<file path="src/rtl/io_input_latch.sv">
// Syncs and debounces up/down buttons, latches jump presses and frame ticks as sticky flags.
// Latency: 2 + DEBOUNCE_CYCLES cycles per button edge, 2 cycles per frame tick; no backpressure, acks only clear flags.
module io_input_latch #(
  parameter int DEBOUNCE_CYCLES = 500000,
  parameter int CNT_W           = 20,
  parameter int FRAME_W         = 16
) (
  input  logic               clock,
  input  logic               reset,
  input  logic               up,
  input  logic               down,
  input  logic               screen_end,
  input  logic               ack_jump,
  input  logic               ack_frame,
  output logic               io_jump,
  output logic               io_duck,
  output logic               jump_pending,
  output logic               frame_pending,
  output logic               frame_overrun,
  output logic [FRAME_W-1:0] frame_count
);

  localparam logic [CNT_W-1:0]   CNT_LAST  = CNT_W'(DEBOUNCE_CYCLES - 1);
  localparam logic [CNT_W-1:0]   CNT_ONE   = CNT_W'(1);
  localparam logic [FRAME_W-1:0] FRAME_ONE = FRAME_W'(1);

  logic             up_meta;
  logic             up_sync;
  logic             down_meta;
  logic             down_sync;
  logic [CNT_W-1:0] up_cnt;
  logic [CNT_W-1:0] down_cnt;
  logic             screen_end_r;
  logic             screen_end_d;
  logic             jump_rise;
  logic             frame_tick;

  // up/down are truly asynchronous; screen_end shares our clock so one stage suffices
  always_ff @(posedge clock or posedge reset) begin
    if (reset) begin
      up_meta      <= 1'b0;
      up_sync      <= 1'b0;
      down_meta    <= 1'b0;
      down_sync    <= 1'b0;
      screen_end_r <= 1'b0;
      screen_end_d <= 1'b0;
    end else begin
      up_meta      <= up;
      up_sync      <= up_meta;
      down_meta    <= down;
      down_sync    <= down_meta;
      screen_end_r <= screen_end;
      screen_end_d <= screen_end_r;
    end
  end

  always_ff @(posedge clock or posedge reset) begin
    if (reset) begin
      up_cnt  <= '0;
      io_jump <= 1'b0;
    end else if (up_sync == io_jump) begin
      up_cnt <= '0;
    end else if (up_cnt == CNT_LAST) begin
      io_jump <= up_sync;
      up_cnt  <= '0;
    end else begin
      up_cnt <= up_cnt + CNT_ONE;
    end
  end

  always_ff @(posedge clock or posedge reset) begin
    if (reset) begin
      down_cnt <= '0;
      io_duck  <= 1'b0;
    end else if (down_sync == io_duck) begin
      down_cnt <= '0;
    end else if (down_cnt == CNT_LAST) begin
      io_duck  <= down_sync;
      down_cnt <= '0;
    end else begin
      down_cnt <= down_cnt + CNT_ONE;
    end
  end

  // Fires on the very edge where io_jump commits 0->1
  assign jump_rise  = up_sync && !io_jump && (up_cnt == CNT_LAST);
  assign frame_tick = screen_end_r && !screen_end_d;

  always_ff @(posedge clock or posedge reset) begin
    if (reset) begin
      jump_pending <= 1'b0;
    end else if (jump_rise) begin
      jump_pending <= 1'b1;
    end else if (ack_jump) begin
      jump_pending <= 1'b0;
    end
  end

  // A tick coinciding with an ack is a fresh event, so it never counts as an overrun
  always_ff @(posedge clock or posedge reset) begin
    if (reset) begin
      frame_count   <= '0;
      frame_pending <= 1'b0;
      frame_overrun <= 1'b0;
    end else if (frame_tick) begin
      frame_count   <= frame_count + FRAME_ONE;
      frame_pending <= 1'b1;
      if (ack_frame) begin
        frame_overrun <= 1'b0;
      end else if (frame_pending) begin
        frame_overrun <= 1'b1;
      end
    end else if (ack_frame) begin
      frame_pending <= 1'b0;
      frame_overrun <= 1'b0;
    end
  end

endmodule

</file>
<file path="config.mk">
export PLATFORM = sky130hd
export DESIGN_NAME = io_input_latch
export DESIGN_NICKNAME = d
export VERILOG_FILES = /design/src/rtl/io_input_latch.sv
export SDC_FILE = /design/constraint.sdc
export NUM_CORES = 1
export LEC_CHECK = 0
export ABC_AREA = 1
export CELL_PAD_IN_SITES_DETAIL_PLACEMENT = 1
export CELL_PAD_IN_SITES_GLOBAL_PLACEMENT = 1
export CORE_MARGIN = 2
export CORE_UTILIZATION = 34
export CTS_CLUSTER_SIZE = 20
export DETAILED_ROUTE_END_ITERATION = 10
export PLACE_DENSITY_LB_ADDON = 0.12
export RECOVER_POWER = 25
export SLEW_MARGIN = 15
export SYNTH_ARGS = -nofsm -noshare
export SYNTH_HDL_FRONTEND = slang
export SYNTH_SLANG_ARGS = --single-unit
</file>
<file path="constraint.sdc">
create_clock -name clock -period 2.9 [get_ports clock]
set_clock_uncertainty 0.15 [all_clocks]
set_input_delay 0.58 -clock clock [delete_from_list [all_inputs] [get_ports clock]]
set_output_delay 0.58 -clock clock [all_outputs]
set_load 0.03 [all_outputs]
</file>
Word level (Yosys, flattened, before mapping):

Index checks and enable logic that the tools add are counted.
W data, S select, Z words.

* muxes and demuxes: 11
* reduce and logical (&&, ||, !) cells: 11
* $add $sub $neg: 3
* equality and inequality tests: 4
* bitwise logic cells: 2

Operator list (count)
* $mux W20: 4
* $add A20 B1 Y20 const B: 2
* $eq A20 B19 Y1 const B: 2
* $add A16 B1 Y16 const B: 1
* $mux W1: 7
* $reduce_and A2 Y1: 3
* $reduce_bool A2 Y1: 3
* $logic_and A1 B1 Y1: 3
* $eq A1 B1 Y1: 2
* $logic_not A1 Y1: 2
* $not A1 Y1: 2

* output and inout bits: 21
* logic and storage cells: 45
* bits in registers: 67
* bits of input ports: 7

Depth between registers and ports, before layout:

* word-level depth: 4
* depth in mapped cells: 9
* gate-level depth less buffers: 9

Worst setup path before layout:

No wires, ideal clock.

* kind: reg-to-reg
* from: register frame_count[1]
* to: register frame_count[14]
* arrival: 1.346 ns
* cell stages (with the launch flop): 8
* path slack: 1.282 ns
* data required time: 2.627 ns
* period minus slack after synthesis: 1.618 ns
* path through: dfrtp_1 -> ha_1 -> inv_1 -> nor2_1 -> nand2_1 -> nor2_4 -> nand3_1 -> xor2_1

* longest elaborated chain between the ends: 1

RTL lines
* from (decl): line 20 `output logic [FRAME_W-1:0] frame_count`
* from (signal assigned): line 106 `frame_count <= frame_count + FRAME_ONE;`
* $add A16 B1 Y16: line 106

No other way between the ends.
A chain may end at the register's enable or synchronous reset.

Worst setup path after layout:

* from: register frame_count[3]
* to: output port frame_count[3]

No word-level cell between the ends.

==> run_results.csv <==
group,metric,value,unit
run_status,outcome,"finished clean",
critical_path,path_buf_inv,1,
pwr,p_int,1480,uW
grt,antenna_found_initial,0,
critical_path,arrival,1550,ps
synthesis,synthFlopType,"dfrtp_1",
pwr,p_comb_frac,0.129,
routing,drt-total-wl,8950,um
grt,grt_max_degree,26,
sta,setup_viol,0,
clocking,root_buffer,"clkbuf_8",
pwr,ir_worst_vdd,0.000334,V
critical_path,cp.required,2170,ps
routing,drc,0,
synthesis,synth_top_area_frac,0.470,
grt,first_global_vias,3172,
routing,dr.first_iter.drc_count,93,
placement,dpl.hpwl,6800,um
synthesis,synth_nets,470,
sta,tightest_slew,925,ps
clocking,clock_sinks,67,
layout,drive_gt1_frac,0.0876,
synthesis,ys_ff_latch,67,
critical_path,cp_max_fo,6,
clocking,post_cts_buffers,0,
clocking,cts_tree,"yes",
floorplan,core_region_area,10300,um^2
synthesis,synth_area,3570,um^2
min_path,hold_path_class,"flip-flop to flip-flop",
clocking,cts_resized,0,
routing,wl_per_cell,14.0,um
synthesis,synth_top_area_cell,"dfrtp_1",
synthesis,syn_inst,459,
pwr,seqPwrFrac,0.498,
routing,first_pass_iters,4,
grt,grt_pass1_wl,15600,um
pwr,power_density,492,nW/um^2
synthesis,ys_seq_area_frac,0.470,
floorplan,initial_core_util,0.347,
pwr,sw_frac_of_total,0.288,
critical_path,rrSetupSlack,1100,ps
sta,slew_headroom,0.383,
sta,finalHoldViolCount,0,
pwr,clock_power_share,0.374,
clocking,cts_hold_buf,0,
layout,syn_to_final_growth,18.1,%
sta,final-max-slew-violation-count,0,
sta,rsz0062_at_grt,"false",
synthesis,yosysWarnings,0,
synthesis,netlist-cell-type-count,25,
sta,fmax,439,MHz
layout,largestRegisters,"down_cnt (20), up_cnt (20), frame_count (16)",
floorplan,die_area,11300,um^2
floorplan,die_x,106,um
run,maxCapViolations,0,
critical_path,cp_slowest_cell,"clkdlybuf4s50_1",
grt,overflow,0,
synthesis,avgSynthCellArea,7.78,um^2
clocking,cts.htree.levels,3,
layout,layout_commonest_cell,"nor2_1",
critical_path,cpPeakStageDelay,730,ps
critical_path,cp-end-kind,"primary output",
clocking,clock_latency,350,ps
routing,vias,2978,
sta,fin_crit,2280,ps
routing,ant_nets,0,
sta,finalCritPeriodShare,0.786,
critical_path,path_cells,"clkdlybuf4s50_1",
clocking,clkTransAtPathRegs,70,ps
synthesis,async_reset_ff_frac,1.00,
clocking,cts_max_path_buffers,2,
critical_path,critPathKind,"flip-flop to primary output",
pwr,p_leak,0.00188,uW
floorplan,core.rowCount,37,
layout,fin_area,4210,um^2
grt,grtUsageTotal,0.175,
floorplan,die-height,106,um
critical_path,cpLargestDelayFamily,"buffers and inverters",
sta,setup_tns,0,ps
layout,diodes,0,
synthesis,synth.area.top_cells,"dfrtp_1 (47%), nor2_1 (11%), nand2_1 (9.8%)",
floorplan,io_pins,28,
layout,nNetsFinal,509,
layout,fillers,1274,
pwr,power.switching,597,uW
placement,numPortBuffers,27,
critical_path,start_kind,"flip-flop",
synthesis,synth_edf_count,0,
routing,viasPerCell,4.67,
placement,globalplace.congestion,0.810,
placement,place_area,4040,um^2
clocking,cts_buffers,9,
layout,final_cell_mix,"nor2_1 (100), nand2_1 (93), dfrtp_1 (67)",
==> synth_stat cells (all sizes together) (2+ instances only) <==
cell and number:
inv 62, nand2 100, xnor2 9, o21ai 11, xor2 23, clkbuf 2, dfrtp 67, nor2 115
nor3b 2, nand4 10, nor3 6, nand3 43, ha 4
==> metal layers <==
layer,wire (um),up-vias,part of all wire,global-route usage
li1,-,1498,-,-
met2,3850,41,0.43,0.259
met5,0,-,0,0
met3,234,14,0.026,0.0307
met1,4690,1425,0.52,0.253
met4,178,0,0.020,0.0742
==> metrics by stage <==
stage,instances,utilization,setup WS (ps),power (uW),hold WS [ps]
after global routing,638,0.410,424,2180,213
after detailed placement,623,0.393,987,1320,187
final,638,0.410,621,2070,201
after CTS,638,0.411,587,2110,203
after global placement,623,0.393,1040,1310,184
after floorplan,459,-,487,1200,181
==> layout make-up <==
cell class	instances	area (um^2)	area share
multi-input combinational	328	1650	0.392
tap	136	170	0.0404
clock buffer	9	124	0.0294
clock inverter	6	67.6	0.0160
sequential	67	1680	0.398
inverter	62	233	0.0552
timing repair buffer	30	290	0.0689
==> final timing paths <==
kind | from | end | cells past startpoint
setup / recovery | frame_count[3]$_DFFE_PP0P_ | frame_count[3] | 1
hold / removal | up_meta$_DFF_PP0_ | up_sync$_DFF_PP0_ | 0
setup reg to reg | io_jump$_DFFE_PP0P_ | up_cnt[18]$_DFF_PP0_ | 5
hold reg to reg | up_meta$_DFF_PP0_ | up_sync$_DFF_PP0_ | 0
max in group asynchronous | reset | down_cnt[12]$_DFF_PP0_ | 3
min in group asynchronous | reset | down_cnt[4]$_DFF_PP0_ | 2
==> logic make-up (layout without fill, tap and decap cells) <==
| kind of cell | count (synthesis) | count (layout) | share of synthesized area |
|---|---|---|---|
| buf+inv | 64 | 107 | 0.0673 |
| fa+ha+maj | 4 | 4 | 0.0140 |
| simple gates | 278 | 278 | 0.348 |
| compound gates | 14 | 14 | 0.0221 |
| xor+xnor | 32 | 32 | 0.0785 |
| flops | 67 | 67 | 0.470 |
==> power groups by stage <==
| stage | Clock (uW) | Sequential [uW] | Combinational (uW) |
|---|---|---|---|
| finish | 775 | 1030 | 267 |
| floorplan | 0 | 1110 | 91.1 |
| global route | 837 | 1040 | 299 |
| detailed placement | 0 | 1050 | 275 |
| CTS | 798 | 1030 | 278 |
| global placement | 0 | 1050 | 270 |
No activity file was read; power rests on OpenSTA's default activity.
